===== config.mk =====
export PLATFORM = sky130hd
export DESIGN_NAME = regbank_access_arbiter_flat
export DESIGN_NICKNAME = d
export VERILOG_FILES = /design/src/rtl/regbank_access_arbiter_if.sv /design/src/rtl/regbank_access_arbiter.sv /design/src/flat_wrapper.sv
export SDC_FILE = /design/constraint.sdc
export NUM_CORES = 1
export LEC_CHECK = 0
export CORE_MARGIN = 5
export CORE_UTILIZATION = 25
export CTS_BUF_LIST = sky130_fd_sc_hd__clkbuf_8
export CTS_CLUSTER_SIZE = 40
export DETAILED_ROUTE_END_ITERATION = 10
export HOLD_SLACK_MARGIN = 0.08
export PLACE_DENSITY_LB_ADDON = 0.15
export SYNTH_ARGS = -nofsm -noshare
export SYNTH_HDL_FRONTEND = slang
export SYNTH_SLANG_ARGS = --single-unit

===== constraint.sdc =====
create_clock -name clk -period 1.7 [get_ports clk]
set_input_delay 0.425 -clock clk [delete_from_list [all_inputs] [get_ports clk]]
set_output_delay 0.425 -clock clk [all_outputs]
set_load 0.01 [all_outputs]

===== src/rtl/regbank_access_arbiter_if.sv =====
// Requester and register-bank signal bundle for regbank_access_arbiter.
// The slave modport is the arbiter's view; master is the requesters-plus-bank side.
interface regbank_access_arbiter_if #(
  parameter int DATA_W = 32,
  parameter int ADDR_W = 5
);
  logic              req0,   req1;
  logic              we0,    we1;
  logic [ADDR_W-1:0] rs0,    rs1;
  logic [ADDR_W-1:0] rt0,    rt1;
  logic [ADDR_W-1:0] rd0,    rd1;
  logic [DATA_W-1:0] wdata0, wdata1;
  logic              gnt0,   gnt1;
  logic              done0,  done1;
  logic              wr_err0, wr_err1;
  logic [DATA_W-1:0] rdata_a, rdata_b;
  logic [ADDR_W-1:0] bank_rs, bank_rt, bank_rd;
  logic              bank_write, bank_read;
  logic [DATA_W-1:0] bank_wdata;
  logic [DATA_W-1:0] bank_data_1, bank_data_2;

  modport slave (
    input  req0, req1, we0, we1, rs0, rs1, rt0, rt1, rd0, rd1, wdata0, wdata1,
    input  bank_data_1, bank_data_2,
    output gnt0, gnt1, done0, done1, wr_err0, wr_err1, rdata_a, rdata_b,
    output bank_rs, bank_rt, bank_rd, bank_write, bank_read, bank_wdata
  );

  modport master (
    output req0, req1, we0, we1, rs0, rs1, rt0, rt1, rd0, rd1, wdata0, wdata1,
    output bank_data_1, bank_data_2,
    input  gnt0, gnt1, done0, done1, wr_err0, wr_err1, rdata_a, rdata_b,
    input  bank_rs, bank_rt, bank_rd, bank_write, bank_read, bank_wdata
  );
endinterface


===== src/rtl/regbank_access_arbiter.sv =====
// Two-port arbiter in front of a single-port, level-strobed register bank.
// Each command takes IDLE (grant+latch) -> ISSUE (strobe) -> COMPLETE (done).
module regbank_access_arbiter #(
  parameter int DATA_W     = 32,
  parameter int ADDR_W     = 5,
  parameter int FIXED_PRIO = 0
) (
  input  logic clk,
  input  logic rst_n,
  regbank_access_arbiter_if.slave bus_if
);

  typedef enum logic [1:0] {
    S_IDLE     = 2'd0,
    S_ISSUE    = 2'd1,
    S_COMPLETE = 2'd2
  } state_t;

  state_t            state_q,   state_d;
  logic              owner_q,   owner_d;
  logic              last_q,    last_d;
  logic              we_q,      we_d;
  logic [ADDR_W-1:0] rs_q,      rs_d;
  logic [ADDR_W-1:0] rt_q,      rt_d;
  logic [ADDR_W-1:0] rd_q,      rd_d;
  logic [DATA_W-1:0] wdata_q,   wdata_d;
  logic [DATA_W-1:0] rdata_a_q, rdata_a_d;
  logic [DATA_W-1:0] rdata_b_q, rdata_b_d;

  logic win;
  logic any_req;
  logic gnt0_c, gnt1_c;
  logic done0_c, done1_c;
  logic err0_c, err1_c;
  logic bwrite_c, bread_c;

  assign any_req = bus_if.req0 | bus_if.req1;

  // last_q holds the most recently granted port; a tie goes to the other one.
  always_comb begin
    if (bus_if.req0 && bus_if.req1) begin
      win = (FIXED_PRIO != 0) ? 1'b0 : ~last_q;
    end else begin
      win = bus_if.req1;
    end
  end

  always_ff @(posedge clk or negedge rst_n) begin
    if (!rst_n) begin
      state_q   <= S_IDLE;
      owner_q   <= 1'b0;
      last_q    <= 1'b1;
      we_q      <= 1'b0;
      rs_q      <= '0;
      rt_q      <= '0;
      rd_q      <= '0;
      wdata_q   <= '0;
      rdata_a_q <= '0;
      rdata_b_q <= '0;
    end else begin
      state_q   <= state_d;
      owner_q   <= owner_d;
      last_q    <= last_d;
      we_q      <= we_d;
      rs_q      <= rs_d;
      rt_q      <= rt_d;
      rd_q      <= rd_d;
      wdata_q   <= wdata_d;
      rdata_a_q <= rdata_a_d;
      rdata_b_q <= rdata_b_d;
    end
  end

  always_comb begin
    state_d   = state_q;
    owner_d   = owner_q;
    last_d    = last_q;
    we_d      = we_q;
    rs_d      = rs_q;
    rt_d      = rt_q;
    rd_d      = rd_q;
    wdata_d   = wdata_q;
    rdata_a_d = rdata_a_q;
    rdata_b_d = rdata_b_q;
    gnt0_c    = 1'b0;
    gnt1_c    = 1'b0;
    done0_c   = 1'b0;
    done1_c   = 1'b0;
    err0_c    = 1'b0;
    err1_c    = 1'b0;
    bwrite_c  = 1'b0;
    bread_c   = 1'b0;

    unique case (state_q)
      S_IDLE: begin
        if (any_req) begin
          state_d = S_ISSUE;
          owner_d = win;
          last_d  = win;
          if (win) begin
            gnt1_c  = 1'b1;
            we_d    = bus_if.we1;
            rs_d    = bus_if.rs1;
            rt_d    = bus_if.rt1;
            rd_d    = bus_if.rd1;
            wdata_d = bus_if.wdata1;
          end else begin
            gnt0_c  = 1'b1;
            we_d    = bus_if.we0;
            rs_d    = bus_if.rs0;
            rt_d    = bus_if.rt0;
            rd_d    = bus_if.rd0;
            wdata_d = bus_if.wdata0;
          end
        end
      end

      S_ISSUE: begin
        state_d = S_COMPLETE;
        if (we_q) begin
          bwrite_c = (rd_q != '0);
        end else begin
          // Bank read is combinational; capturing on the edge into COMPLETE
          // makes rdata valid in the same cycle as done.
          bread_c   = 1'b1;
          rdata_a_d = bus_if.bank_data_1;
          rdata_b_d = bus_if.bank_data_2;
        end
      end

      S_COMPLETE: begin
        state_d = S_IDLE;
        if (owner_q) begin
          done1_c = 1'b1;
          err1_c  = we_q && (rd_q == '0);
        end else begin
          done0_c = 1'b1;
          err0_c  = we_q && (rd_q == '0);
        end
      end

      default: begin
        state_d = S_IDLE;
      end
    endcase
  end

  // Grant is combinational from the requests, so hold it low while in reset.
  assign bus_if.gnt0       = gnt0_c & rst_n;
  assign bus_if.gnt1       = gnt1_c & rst_n;
  assign bus_if.done0      = done0_c;
  assign bus_if.done1      = done1_c;
  assign bus_if.wr_err0    = err0_c;
  assign bus_if.wr_err1    = err1_c;
  assign bus_if.rdata_a    = rdata_a_q;
  assign bus_if.rdata_b    = rdata_b_q;
  assign bus_if.bank_rs    = rs_q;
  assign bus_if.bank_rt    = rt_q;
  assign bus_if.bank_rd    = rd_q;
  assign bus_if.bank_wdata = wdata_q;
  assign bus_if.bank_write = bwrite_c;
  assign bus_if.bank_read  = bread_c;

endmodule


===== src/flat_wrapper.sv =====
// flat-port wrapper written by rule: the top's interface ports become plain ports
module regbank_access_arbiter_flat 
#(
  parameter int DATA_W     = 32,
  parameter int ADDR_W     = 5,
  parameter int FIXED_PRIO = 0
)
  (clk, rst_n, bus_if_req0, bus_if_req1, bus_if_we0, bus_if_we1, bus_if_rs0, bus_if_rs1, bus_if_rt0, bus_if_rt1, bus_if_rd0, bus_if_rd1, bus_if_wdata0, bus_if_wdata1, bus_if_bank_data_1, bus_if_bank_data_2, bus_if_gnt0, bus_if_gnt1, bus_if_done0, bus_if_done1, bus_if_wr_err0, bus_if_wr_err1, bus_if_rdata_a, bus_if_rdata_b, bus_if_bank_rs, bus_if_bank_rt, bus_if_bank_rd, bus_if_bank_write, bus_if_bank_read, bus_if_bank_wdata);
  regbank_access_arbiter_if #(.DATA_W(DATA_W), .ADDR_W(ADDR_W)) bus_if_i ();
  input  logic clk;
  input  logic rst_n;
  input wire logic [$bits(bus_if_i.req0)-1:0] bus_if_req0;
  input wire logic [$bits(bus_if_i.req1)-1:0] bus_if_req1;
  input wire logic [$bits(bus_if_i.we0)-1:0] bus_if_we0;
  input wire logic [$bits(bus_if_i.we1)-1:0] bus_if_we1;
  input wire logic [$bits(bus_if_i.rs0)-1:0] bus_if_rs0;
  input wire logic [$bits(bus_if_i.rs1)-1:0] bus_if_rs1;
  input wire logic [$bits(bus_if_i.rt0)-1:0] bus_if_rt0;
  input wire logic [$bits(bus_if_i.rt1)-1:0] bus_if_rt1;
  input wire logic [$bits(bus_if_i.rd0)-1:0] bus_if_rd0;
  input wire logic [$bits(bus_if_i.rd1)-1:0] bus_if_rd1;
  input wire logic [$bits(bus_if_i.wdata0)-1:0] bus_if_wdata0;
  input wire logic [$bits(bus_if_i.wdata1)-1:0] bus_if_wdata1;
  input wire logic [$bits(bus_if_i.bank_data_1)-1:0] bus_if_bank_data_1;
  input wire logic [$bits(bus_if_i.bank_data_2)-1:0] bus_if_bank_data_2;
  output wire logic [$bits(bus_if_i.gnt0)-1:0] bus_if_gnt0;
  output wire logic [$bits(bus_if_i.gnt1)-1:0] bus_if_gnt1;
  output wire logic [$bits(bus_if_i.done0)-1:0] bus_if_done0;
  output wire logic [$bits(bus_if_i.done1)-1:0] bus_if_done1;
  output wire logic [$bits(bus_if_i.wr_err0)-1:0] bus_if_wr_err0;
  output wire logic [$bits(bus_if_i.wr_err1)-1:0] bus_if_wr_err1;
  output wire logic [$bits(bus_if_i.rdata_a)-1:0] bus_if_rdata_a;
  output wire logic [$bits(bus_if_i.rdata_b)-1:0] bus_if_rdata_b;
  output wire logic [$bits(bus_if_i.bank_rs)-1:0] bus_if_bank_rs;
  output wire logic [$bits(bus_if_i.bank_rt)-1:0] bus_if_bank_rt;
  output wire logic [$bits(bus_if_i.bank_rd)-1:0] bus_if_bank_rd;
  output wire logic [$bits(bus_if_i.bank_write)-1:0] bus_if_bank_write;
  output wire logic [$bits(bus_if_i.bank_read)-1:0] bus_if_bank_read;
  output wire logic [$bits(bus_if_i.bank_wdata)-1:0] bus_if_bank_wdata;
  assign bus_if_i.req0 = bus_if_req0;
  assign bus_if_i.req1 = bus_if_req1;
  assign bus_if_i.we0 = bus_if_we0;
  assign bus_if_i.we1 = bus_if_we1;
  assign bus_if_i.rs0 = bus_if_rs0;
  assign bus_if_i.rs1 = bus_if_rs1;
  assign bus_if_i.rt0 = bus_if_rt0;
  assign bus_if_i.rt1 = bus_if_rt1;
  assign bus_if_i.rd0 = bus_if_rd0;
  assign bus_if_i.rd1 = bus_if_rd1;
  assign bus_if_i.wdata0 = bus_if_wdata0;
  assign bus_if_i.wdata1 = bus_if_wdata1;
  assign bus_if_i.bank_data_1 = bus_if_bank_data_1;
  assign bus_if_i.bank_data_2 = bus_if_bank_data_2;
  assign bus_if_gnt0 = bus_if_i.gnt0;
  assign bus_if_gnt1 = bus_if_i.gnt1;
  assign bus_if_done0 = bus_if_i.done0;
  assign bus_if_done1 = bus_if_i.done1;
  assign bus_if_wr_err0 = bus_if_i.wr_err0;
  assign bus_if_wr_err1 = bus_if_i.wr_err1;
  assign bus_if_rdata_a = bus_if_i.rdata_a;
  assign bus_if_rdata_b = bus_if_i.rdata_b;
  assign bus_if_bank_rs = bus_if_i.bank_rs;
  assign bus_if_bank_rt = bus_if_i.bank_rt;
  assign bus_if_bank_rd = bus_if_i.bank_rd;
  assign bus_if_bank_write = bus_if_i.bank_write;
  assign bus_if_bank_read = bus_if_i.bank_read;
  assign bus_if_bank_wdata = bus_if_i.bank_wdata;
  regbank_access_arbiter #(.DATA_W(DATA_W), .ADDR_W(ADDR_W), .FIXED_PRIO(FIXED_PRIO)) u_core (.clk(clk), .rst_n(rst_n), .bus_if(bus_if_i));
endmodule

==> qor.csv, run 1 <==
stage;metric;value;unit
cells_and_area;fin_area;9090;sq um
outcome;outcome;complete, but fails checks;
worst_setup_path;cp_slowest_cell;or4_4;
power;clockPowerShare;0.156;
clock_tree;cts_made_buffers;17;
floorplanning;ioPinCount;283;
floorplanning;rows;50;
placed_design;placed_area;7940;sq um
sta;report.final.slew_viol_count;0;
logic_synthesis;synth_warnings;0;
sta;rsz0062_at_grt;yes;
detailed_routing;wl;19200;um
logic_synthesis;ys_ff_latch;116;
sta;hold_violations;0;
power;p_sw;5.65;mW
clock_tree;clk_latency;430;ps
sta;fin_ws;-717;ps
power;p_leak;4.26;nW
clock_tree;tritoncts;built;
global_routing;grt_first_pass_wirelength;25500;um
sta;skew;13.0;ps
global_routing;grt_pass1_vias;4561;
outcome;failed_checks;setup timing;
cells_and_area;final_util;0.485;
worst_setup_path;critPathTopFamily;simple AND/OR/NAND/NOR gates;
global_routing;grt_max_degree;71;
logic_synthesis;syn_inst;352;
sta;clock.fmax;414;MHz
cells_and_area;fill_cells;1731;
placed_design;dp.final_hpwl;12300;um
placed_design;dp.cells;864;
cells_and_area;final_common_cell;clkdlybuf4s50_1;
worst_setup_path;worstPathArrival;1990;ps
worst_setup_path;worstPathCellList;or4_4 -> or3b_4 -> nor2b_2 -> buf_2;
cells_and_area;nets;843;
worst_setup_path;critical_path.startpoint_type;flip-flop;
floorplanning;core-area;18800;sq um
logic_synthesis;netlist_area;4780;sq um
detailed_routing;dr.pass1.iters;4;
clock_tree;h-tree-depth;4;
placed_design;gp_congestion;0.780;
run;maxCapViolCount;0;
worst_setup_path;critPathRequiredTime;1270;ps
worst_setup_path;critical_path_class;reg2out;
detailed_routing;viasPerCell;4.68;
detailed_routing;wl_per_cell;20.7;um
power;sequentialPowerShare;0.301;
sta;tns;-5810;ps
power;switching_share;0.344;
worst_setup_path;path_buf_inv;1;
detailed_routing;num_vias;4331;
logic_synthesis;syn_nets;516;
clock_tree;clockBufferDepth;2;
worst_setup_path;r2r_start;u_core.state_q[0]$_DFFE_PN0P_;
floorplanning;die_x;148;um
global_routing;grt_usage;0.148;
floorplanning;initial_core_util;0.255;
logic_synthesis;yosysSeqAreaShare;0.607;
sta;setup_violations;72;
hold_path;hp-class;in2async;
power;p_int;10.7;mW
sta;min_period;2420;ps
clock_tree;path_clk_slew;80;ps
floorplanning;die_h;148;um
detailed_routing;drt_iter0_drc;133;
cells_and_area;syn_to_final_growth;90.1;%
worst_setup_path;endpoint_kind;primary output;
detailed_routing;drc;0;
sta;slew_headroom;0.409;
detailed_routing;postRouteAntennaNets;0;
placed_design;io_buffers;282;
cells_and_area;finalNonFillerCells;926;
global_routing;overflow;0;
worst_setup_path;path_max_fanout;2;
cells_and_area;n_antenna_cell;0;
logic_synthesis;postSynthAreaPerCell;13.6;sq um
clock_tree;cts.sinks;116;
power;combPwrFrac;0.543;
worst_setup_path;cp-startpoint;u_core.bus_if.bank_rd[2]$_DFFE_PN0P_;
cells_and_area;drive_gt1_frac;0.260;
clock_tree;root_buffer;clkbuf_8;
floorplanning;fp.dieArea;22000;sq um
power;ir_drop;0.762;mV
cells_and_area;layout_common_cells;clkdlybuf4s50_1, dfrtp_1, dlygate4sd2_1, mux2_4, and3_1;
global_routing;grt_antenna_before_repair;0;
sta;fin_crit_sh;1.42;
logic_synthesis;ys_types;31;
worst_setup_path;slowest_delay;530;ps
sta;worstMarginPinSlew;887;ps
power;power_density;1800;nW/um^2
## sequential cells by signal (all words and copies together) (netlist names)
signal,flops
u_core.owner_q,1
u_core.bus_if.rdata_a,32
u_core.we_q,1
u_core.last_q,1
u_core.bus_if.bank_wdata,32
u_core.bus_if.bank_rs,5
u_core.state_q,2
u_core.bus_if.bank_rt,5
u_core.bus_if.bank_rd,5
u_core.bus_if.rdata_b,32
## final cells by class
type / count / area (sq um) / area share
clock buffers: 17 / 234 / 0.0257
clock inverters: 15 / 156 / 0.0172
inverters: 1 / 8.76 / 0.000963
multi-input cells: 206 / 2000 / 0.220
flip-flops and latches: 116 / 2900 / 0.319
well taps: 234 / 293 / 0.0322
repair buffers: 337 / 3500 / 0.385
## synthesized netlist by cell type
cell type | number | share of area
mux2_1 | 3 | 0.0071
a21boi_1 | 1 | 0.0016
dfrtp_1 | 115 | 0.60
o211a_1 | 1 | 0.0021
or4_4 | 1 | 0.0024
a221o_2 | 1 | 0.0024
or2_0 | 1 | 0.0013
dfstp_2 | 1 | 0.0055
nand2_1 | 27 | 0.021
or3b_1 | 1 | 0.0018
a22o_1 | 2 | 0.0037
inv_2 | 1 | 0.00078
and2b_1 | 1 | 0.0016
and3_1 | 37 | 0.048
a21oi_1 | 13 | 0.014
buf_4 | 3 | 0.0047
buf_2 | 8 | 0.0084
nor2b_1 | 2 | 0.0026
nor2_2 | 1 | 0.0013
buf_1 | 1 | 0.00078
a221o_1 | 34 | 0.071
nand2b_1 | 1 | 0.0013
nor2b_2 | 1 | 0.0018
a21bo_2 | 1 | 0.0021
and3b_1 | 1 | 0.0018
and2_1 | 1 | 0.0013
a31oi_1 | 13 | 0.017
mux2_2 | 61 | 0.14
clkbuf_1 | 9 | 0.0071
buf_6 | 8 | 0.019
nor3b_1 | 1 | 0.0016
## power groups by stage
stage          registers (mW)  logic [mW]  clock network [mW]
3_5_place_dp             4.97        7.54                   0
4_1_cts                  4.89        6.85                2.65
6_report                 4.93        8.91                2.55
2_1_floorplan            5.56        2.72                   0
3_3_place_gp             4.93        7.48                   0
5_1_grt                  5.11        9.44                2.78
## per-layer routing
layer	part of all wire	wire length, um	vias up	GRT usage
met3	0.077	1480	21	0.0564
li1	-	-	1969	-
met5	0	0	-	0
met2	0.50	9510	213	0.239
met1	0.41	7920	2128	0.186
met4	0.013	258	0	0.0406
## path summary, 6_finish.rpt
path	end	cells past startpoint	slack, ps
worst min-delay path	u_core.bus_if.bank_wdata[24]$_DFFE_PN0P_	2	140
max in group asynchronous	u_core.bus_if.bank_rs[0]$_DFFE_PN0P_	2	820
worst max register to register	u_core.bus_if.rdata_b[11]$_DFFE_PN0P_	8	-120
worst min register to register	u_core.bus_if.rdata_b[4]$_DFFE_PN0P_	1	510
min in group clk	u_core.bus_if.rdata_b[4]$_DFFE_PN0P_	1	510
worst max-delay path	bus_if_wr_err0	4	-720
## stage by stage
stage / worst slack [ps] / hold slack, ps / power [mW]
finish: -717 / 141 / 16.4
global route: -806 / 176 / 17.3
CTS: -774 / 152 / 14.4
detailed placement: -720 / 426 / 12.5
global placement: -675 / 425 / 12.4
floorplan: -211 / 129 / 8.28
## kinds of logic after synthesis
kind of cell           Yosys count  synth area share
AND/OR/NAND/NOR                 76            0.0884
buffers and inverters           30            0.0405
AO/OA/AOI/OAI                   66             0.113
flip-flops                     116             0.607
multiplexers                    64             0.151
## what timing repair did
item | 4_1_cts | 5_1_grt
setup endpoints to repair | 169 | 118
hold buffers | 1 | 0
gates cloned | 0 | 18
gates resized for setup | 178 | 101
pin swaps | 6 | 3
buffers inserted | 5 | 9
endpoints found under the hold margin | 6 | 0
No activity file was read; power rests on OpenSTA's default activity.
==> run 2: changes to the inputs <==
--- a/config.mk
+++ b/config.mk
@@ -12,6 +12,7 @@
 export DETAILED_ROUTE_END_ITERATION = 10
 export HOLD_SLACK_MARGIN = 0.08
 export PLACE_DENSITY_LB_ADDON = 0.15
+export RECOVER_POWER = 100
 export SYNTH_ARGS = -nofsm -noshare
 export SYNTH_HDL_FRONTEND = slang
 export SYNTH_SLANG_ARGS = --single-unit
==> run 2 against run 1 <==
The flow still finishes with violations (setup timing). Hold slack better by 360 ps. Largest power group unchanged. Critical endpoint unchanged. Global-route usage unchanged. Sequential power about the same. Design area down 0.51%. Critical path type unchanged. Die area unchanged. Register-to-register slack worse by 70 ps. Non-clock buffer count unchanged. Critical path depth unchanged.
==> qor.csv, run 2 (synthesized netlist as in run 1, its figures left out) <==
stage;metric;value;unit;change
outcome;outcome;complete, but fails checks;;
outcome;failed_checks;setup timing;;
sta;clock.fmax;414;MHz;about the same
worst_setup_path;critPathRequiredTime;1270;ps;about the same
global_routing;grt_antenna_before_repair;0;;unchanged
cells_and_area;drive_gt1_frac;0.250;;-0.0101
worst_setup_path;endpoint_kind;primary output;;
power;combPwrFrac;0.541;;-0.002
placed_design;place_ws;-720;ps;unchanged
hold_path;hold_path_depth;1;;
detailed_routing;wl_per_cell;20.7;um;about the same
sta;fin_ws;-717;ps;-0.260 ps
global_routing;grt_max_degree;71;;unchanged
worst_setup_path;cp_slowest_cell;or4_4;;
detailed_routing;num_vias;4318;;-0.30%
clock_tree;clockBufferDepth;2;;unchanged
global_routing;grt_usage;0.148;;unchanged
hold_path;hold-path-endpoint;u_core.bus_if.rdata_b[4]$_DFFE_PN0P_;;
worst_setup_path;worstPathArrival;1990;ps;about the same
floorplanning;ioPinCount;283;;unchanged
detailed_routing;drt_iter0_drc;133;;unchanged
floorplanning;rows;50;;unchanged
power;sequentialPowerShare;0.303;;+0.002
clock_tree;clk_latency;430;ps;about the same
cells_and_area;final_common_cell;clkdlybuf4s50_1;;
clock_tree;cts.sinks;116;;unchanged
clock_tree;tritoncts;built;;
worst_setup_path;worstPathCellList;or4_4 -> or3b_4 -> nor2b_2 -> buf_2;;
power;p_sw;5.63;mW;-0.24%
detailed_routing;wl;19200;um;about the same
sta;setup_violations;117;;+63%
clock_tree;cts_made_buffers;17;;unchanged
clock_tree;root_buffer;clkbuf_8;;
worst_setup_path;r2r-end;u_core.bus_if.bank_wdata[12]$_DFFE_PN0P_;;
sta;worstMarginPinSlew;1000;ps;+118 ps
sta;fin_crit_sh;1.42;;about the same
floorplanning;die_h;148;um;unchanged
floorplanning;initial_core_util;0.255;;unchanged
global_routing;grt_first_pass_wirelength;25500;um;unchanged
detailed_routing;postRouteAntennaNets;0;;unchanged
worst_setup_path;path_max_fanout;2;;unchanged
hold_path;min_from;u_core.bus_if.rdata_b[4]$_DFFE_PN0P_;;
cells_and_area;layout_common_cells;clkdlybuf4s50_1, dfrtp_1, dlygate4sd2_1, mux2_4, and3_1;;
cells_and_area;syn_to_final_growth;89.1;%;
power;switching_share;0.346;;+0.00131
detailed_routing;drc;0;;unchanged
power;clockPowerShare;0.157;;about the same
placed_design;io_buffers;282;;unchanged
cells_and_area;final_util;0.482;;-0.00247
worst_setup_path;critical_path_class;reg2out;;
sta;skew;12.9;ps;-0.0494 ps
global_routing;grt_pass1_vias;4561;;unchanged
sta;rsz0062_at_grt;yes;;
cells_and_area;n_antenna_cell;0;;unchanged
power;ir_drop;0.770;mV;+1.0%
sta;report.final.slew_viol_count;0;;unchanged
worst_setup_path;slowest_delay;530;ps;about the same
floorplanning;fp.dieArea;22000;sq um;unchanged
placed_design;dp.final_hpwl;12300;um;unchanged
clock_tree;h-tree-depth;4;;unchanged
floorplanning;die_x;148;um;unchanged
detailed_routing;viasPerCell;4.66;;-0.30%
cells_and_area;nets;843;;unchanged
worst_setup_path;r2r_start;u_core.state_q[1]$_DFFE_PN0P_;;
worst_setup_path;critical_path.startpoint_type;flip-flop;;
run;maxCapViolCount;0;;unchanged
sta;slew_headroom;0.330;;-0.0783
sta;hold_violations;0;;unchanged
power;p_int;10.7;mW;-0.82%
power;p_leak;4.23;nW;-0.69%
worst_setup_path;r2r_cells;8;;unchanged
placed_design;gp_congestion;0.780;;unchanged
worst_setup_path;reg2reg_setup_slack;-190;ps;-70 ps
hold_path;hp-class;reg2reg;;
global_routing;overflow;0;;unchanged
detailed_routing;dr.pass1.iters;6;;+2
sta;min_period;2420;ps;+0.260 ps
power;power_density;1800;nW/um^2;-0.11%
floorplanning;core-area;18800;sq um;unchanged
clock_tree;path_clk_slew;70;ps;about the same
## run 2: cell types whose count changed in the layout (fill, tap and decap cells not counted)
cell / previous run / this run
clkbuf_4: 0 / 2
nor2_1: 0 / 1
buf_6: 21 / 18
buf_4: 18 / 13
nor2_4: 1 / 0
buf_12: 7 / 6
buf_8: 1 / 2
clkbuf_1: 0 / 6
## run 2: final cells by class
cell class | instances | area (sq um)
tap | 234 | 293
clock buffer | 17 | 234
multi-input combinational | 206 | 1990
clock inverter | 15 | 156
inverter | 1 | 8.76
sequential | 116 | 2900
timing repair buffer | 337 | 3460
fill | 1740 | 9720
## run 2: power by group through the flow
stage	logic [mW]	clock network, mW	registers [mW]
floorplan	2.72	0	5.56
global placement	7.48	0	4.93
detailed placement	7.54	0	4.97
CTS	6.85	2.65	4.89
global route	9.34	2.78	5.11
finish	8.81	2.55	4.93
## run 2: metrics by stage
stage / power (mW) / hold slack [ps] / instances / instance area [sq um] / TNS [ps]
detailed placement: 12.5 / 426 / 864 / 7940 / -19910
CTS: 14.4 / 152 / 902 / 8300 / -3220
global placement: 12.4 / 425 / 864 / 7940 / -17380
finish: 16.3 / 505 / 926 / 9050 / -10240
global route: 17.2 / 514 / 926 / 9050 / -18740
floorplan: 8.28 / 129 / 352 / 4790 / -423
## run 2: how the worst max path moves through the flow
stage,depth (start not counted),start,end,slack [ps]
finish,4,u_core.bus_if.bank_rd[2]$_DFFE_PN0P_,bus_if_wr_err0,-720
global route,4,u_core.bus_if.bank_rd[2]$_DFFE_PN0P_,bus_if_wr_err1,-810
CTS,4,u_core.bus_if.bank_rd[2]$_DFFE_PN0P_,bus_if_wr_err0,-770
detailed placement,5,bus_if_req1,bus_if_gnt0,-720
global placement,5,bus_if_req1,bus_if_gnt0,-670
floorplan,3,u_core.bus_if.bank_rd[0]$_DFFE_PN0P_,bus_if_wr_err0,-210
## run 2: worst max-delay path: cells and delay by family, from the launching register on
family | cells | cell delay [ps]
simple gates | 3 | 1060
flops | 1 | 380
buf+inv | 1 | 130
## run 2: what timing repair did
action / CTS / global route
setup endpoints to repair: 169 / 118
gates resized for setup: 178 / 101
cloned: 0 / 18
hold endpoints to repair: 6 / 0
hold buffers: 1 / 0
pin swaps: 6 / 3
setup buffers: 5 / 9
## run 2: metal layers
metal / GRT usage / routed length (um) / vias up
met5: 0 / 0 / -
met4: 0.0406 / 214 / 0
met3: 0.0564 / 1410 / 14
met2: 0.239 / 9580 / 204
met1: 0.186 / 7970 / 2133
li1: - / - / 1967
==> run 3: changes to the inputs <==
--- a/config.mk
+++ b/config.mk
@@ -13,6 +13,7 @@
 export HOLD_SLACK_MARGIN = 0.08
 export PLACE_DENSITY_LB_ADDON = 0.15
 export RECOVER_POWER = 100
+export SETUP_SLACK_MARGIN = 0.1
 export SYNTH_ARGS = -nofsm -noshare
 export SYNTH_HDL_FRONTEND = slang
 export SYNTH_SLANG_ARGS = --single-unit
==> run 3 against run 2 <==
The run still ends with setup timing left. Power is 10% higher. Via count is 2.6% higher. Flip-flop and latch count stayed put. Clock power is 2% lower. Clock-buffer cell count stayed put. Hold slack better by 1.9 ps. Maximum frequency is 0.24% lower. Die area stayed put. Cell count is 2.8% higher. Sequential power hardly changed. Largest power group unchanged. Highest routed layer unchanged.
==> qor.csv, run 3 (synthesized netlist as in run 1, its figures left out) <==
stage;metric;value;unit;change
outcome;outcome;complete, but fails checks;;
outcome;failed_checks;setup timing;;
clock_tree;clk_latency;440;ps;about the same
hold_path;hp-class;in2async;;
cells_and_area;drive_gt1_frac;0.318;;+0.0675
worst_setup_path;r2r_start;u_core.state_q[1]$_DFFE_PN0P_;;
worst_setup_path;r2r_cells;9;;+1
cells_and_area;final_common_cell;clkdlybuf4s50_1;;
placed_design;io_buffers;282;;unchanged
placed_design;gp_congestion;0.727;;-6.9%
global_routing;grt_antenna_before_repair;0;;unchanged
detailed_routing;wl_per_cell;21.0;um;+1.5%
floorplanning;initial_core_util;0.255;;unchanged
global_routing;grt_pass1_vias;4818;;+5.6%
detailed_routing;drt_iter0_drc;123;;-7.5%
worst_setup_path;worstPathArrival;2000;ps;about the same
worst_setup_path;critPathTopFamily;simple AND/OR/NAND/NOR gates;;
detailed_routing;num_vias;4429;;+2.6%
cells_and_area;nets;869;;+3.1%
worst_setup_path;critical_path_class;reg2out;;
run;maxCapViolCount;0;;unchanged
clock_tree;cts.sinks;116;;unchanged
sta;rsz0062_at_grt;yes;;
sta;setup_violations;122;;+4.3%
cells_and_area;n_antenna_cell;0;;unchanged
global_routing;grt_usage;0.170;;+0.0219
sta;skew;8.65;ps;-4.25 ps
sta;holdWs;507;ps;+1.89 ps
floorplanning;die_x;148;um;unchanged
sta;slew_headroom;0.202;;-0.128
detailed_routing;postRouteAntennaNets;0;;unchanged
detailed_routing;drc;0;;unchanged
worst_setup_path;path_max_fanout;2;;unchanged
sta;fin_crit_sh;1.43;;+0.00336
sta;report.final.slew_viol_count;0;;unchanged
floorplanning;fp.dieArea;22000;sq um;unchanged
clock_tree;h-tree-depth;4;;unchanged
global_routing;grt_max_degree;84;;+18%
global_routing;grt_first_pass_wirelength;28500;um;+12%
floorplanning;ioPinCount;283;;unchanged
worst_setup_path;endpoint_kind;primary output;;
worst_setup_path;worstPathCellList;or4_4 -> or3b_4 -> nor2b_2 -> buf_2;;
cells_and_area;final_util;0.515;;+0.0327
worst_setup_path;path_buf_inv;1;;unchanged
worst_setup_path;critical_path.startpoint_type;flip-flop;;
clock_tree;clockBufferDepth;2;;unchanged
cells_and_area;syn_to_final_growth;102;%;
power;p_leak;4.32;nW;+2.1%
clock_tree;root_buffer;clkbuf_8;;
detailed_routing;wl;20000;um;+4.3%
placed_design;place_ws;-663;ps;+56.7 ps
worst_setup_path;cp_slowest_cell;or4_4;;
power;power_density;1860;nW/um^2;+3.3%
sta;clock.fmax;413;MHz;-0.24%
sta;min_period;2420;ps;+5.72 ps
clock_tree;cts_made_buffers;17;;unchanged
clock_tree;path_clk_slew;80;ps;about the same
worst_setup_path;r2r-end;u_core.bus_if.rdata_b[22]$_DFFE_PN0P_;;
power;ir_drop;0.791;mV;+2.7%
floorplanning;die_h;148;um;unchanged
sta;fin_ws;-723;ps;-5.72 ps
global_routing;overflow;0;;unchanged
detailed_routing;viasPerCell;4.65;;-0.23%
placed_design;dp.final_hpwl;11900;um;-3.3%
worst_setup_path;critPathRequiredTime;1270;ps;about the same
worst_setup_path;reg2reg_setup_slack;-290;ps;-100 ps
clock_tree;tritoncts;built;;
cells_and_area;layout_common_cells;clkdlybuf4s50_1, dfrtp_1, dlygate4sd2_1, mux2_4, clkdlybuf4s25_1;;
detailed_routing;dr.pass1.iters;4;;-2
floorplanning;rows;50;;unchanged
worst_setup_path;slowest_delay;540;ps;about the same
floorplanning;core-area;18800;sq um;unchanged
sta;hold_violations;0;;unchanged
power;report.power.total;18.0;mW;+10%
sta;worstMarginPinSlew;1200;ps;+192 ps
## run 3: worst max path at each step
stage	from	end	slack, ps	cells past startpoint
2_1_floorplan	u_core.bus_if.bank_rd[0]$_DFFE_PN0P_	bus_if_wr_err0	-210	3
3_3_place_gp	u_core.bus_if.bank_rd[0]$_DFFE_PN0P_	bus_if_wr_err0	-670	4
3_5_place_dp	u_core.bus_if.bank_rd[0]$_DFFE_PN0P_	bus_if_wr_err1	-660	4
4_1_cts	u_core.bus_if.bank_rd[0]$_DFFE_PN0P_	bus_if_wr_err1	-780	4
5_1_grt	u_core.bus_if.bank_rd[0]$_DFFE_PN0P_	bus_if_wr_err0	-800	4
6_report	u_core.bus_if.bank_rd[0]$_DFFE_PN0P_	bus_if_wr_err1	-720	4
## run 3: area by class of cell
| class | count | area [sq um] |
|---|---|---|
| Fill cell | 1662 | 9110 |
| Clock buffer | 17 | 234 |
| Timing Repair inverter | 1 | 16.3 |
| Timing Repair Buffer | 362 | 3850 |
| Tap cell | 234 | 293 |
| Clock inverter | 15 | 143 |
| Multi-Input combinational cell | 206 | 2200 |
| Inverter | 1 | 16.3 |
| Sequential cell | 116 | 2900 |
## run 3: metrics by stage
step / area (sq um) / setup TNS, ps / std cells
final: 9660 / -24230 / 952
after global routing: 9660 / -33450 / 952
after CTS: 9000 / -12550 / 930
after detailed placement: 7940 / -27220 / 863
after global placement: 7940 / -25060 / 863
after floorplan: 4810 / -423 / 352
## run 3: what timing repair did
item / in CTS / in global routing
pin swaps: 4 / 23
setup buffers: 21 / 23
endpoints found under the setup margin: 222 / 159
endpoints found under the hold margin: 32 / 0
gates resized for setup: 259 / 127
hold buffers: 1 / 0
gates cloned: 13 / 8
## run 3: layer usage
layer	GRT usage	share of wire
met1	0.209	0.42
met2	0.282	0.49
met3	0.0591	0.078
met4	0.0508	0.013
met5	0	0
## run 3: power breakdown
| group | total (mW) | internal (mW) | switching [mW] |
|---|---|---|---|
| clock network | 2.50 | 1.29 | 1.21 |
| logic | 10.5 | 6.37 | 4.16 |
| registers | 4.94 | 4.18 | 0.760 |
| total | 18.0 | 11.8 | 6.13 |
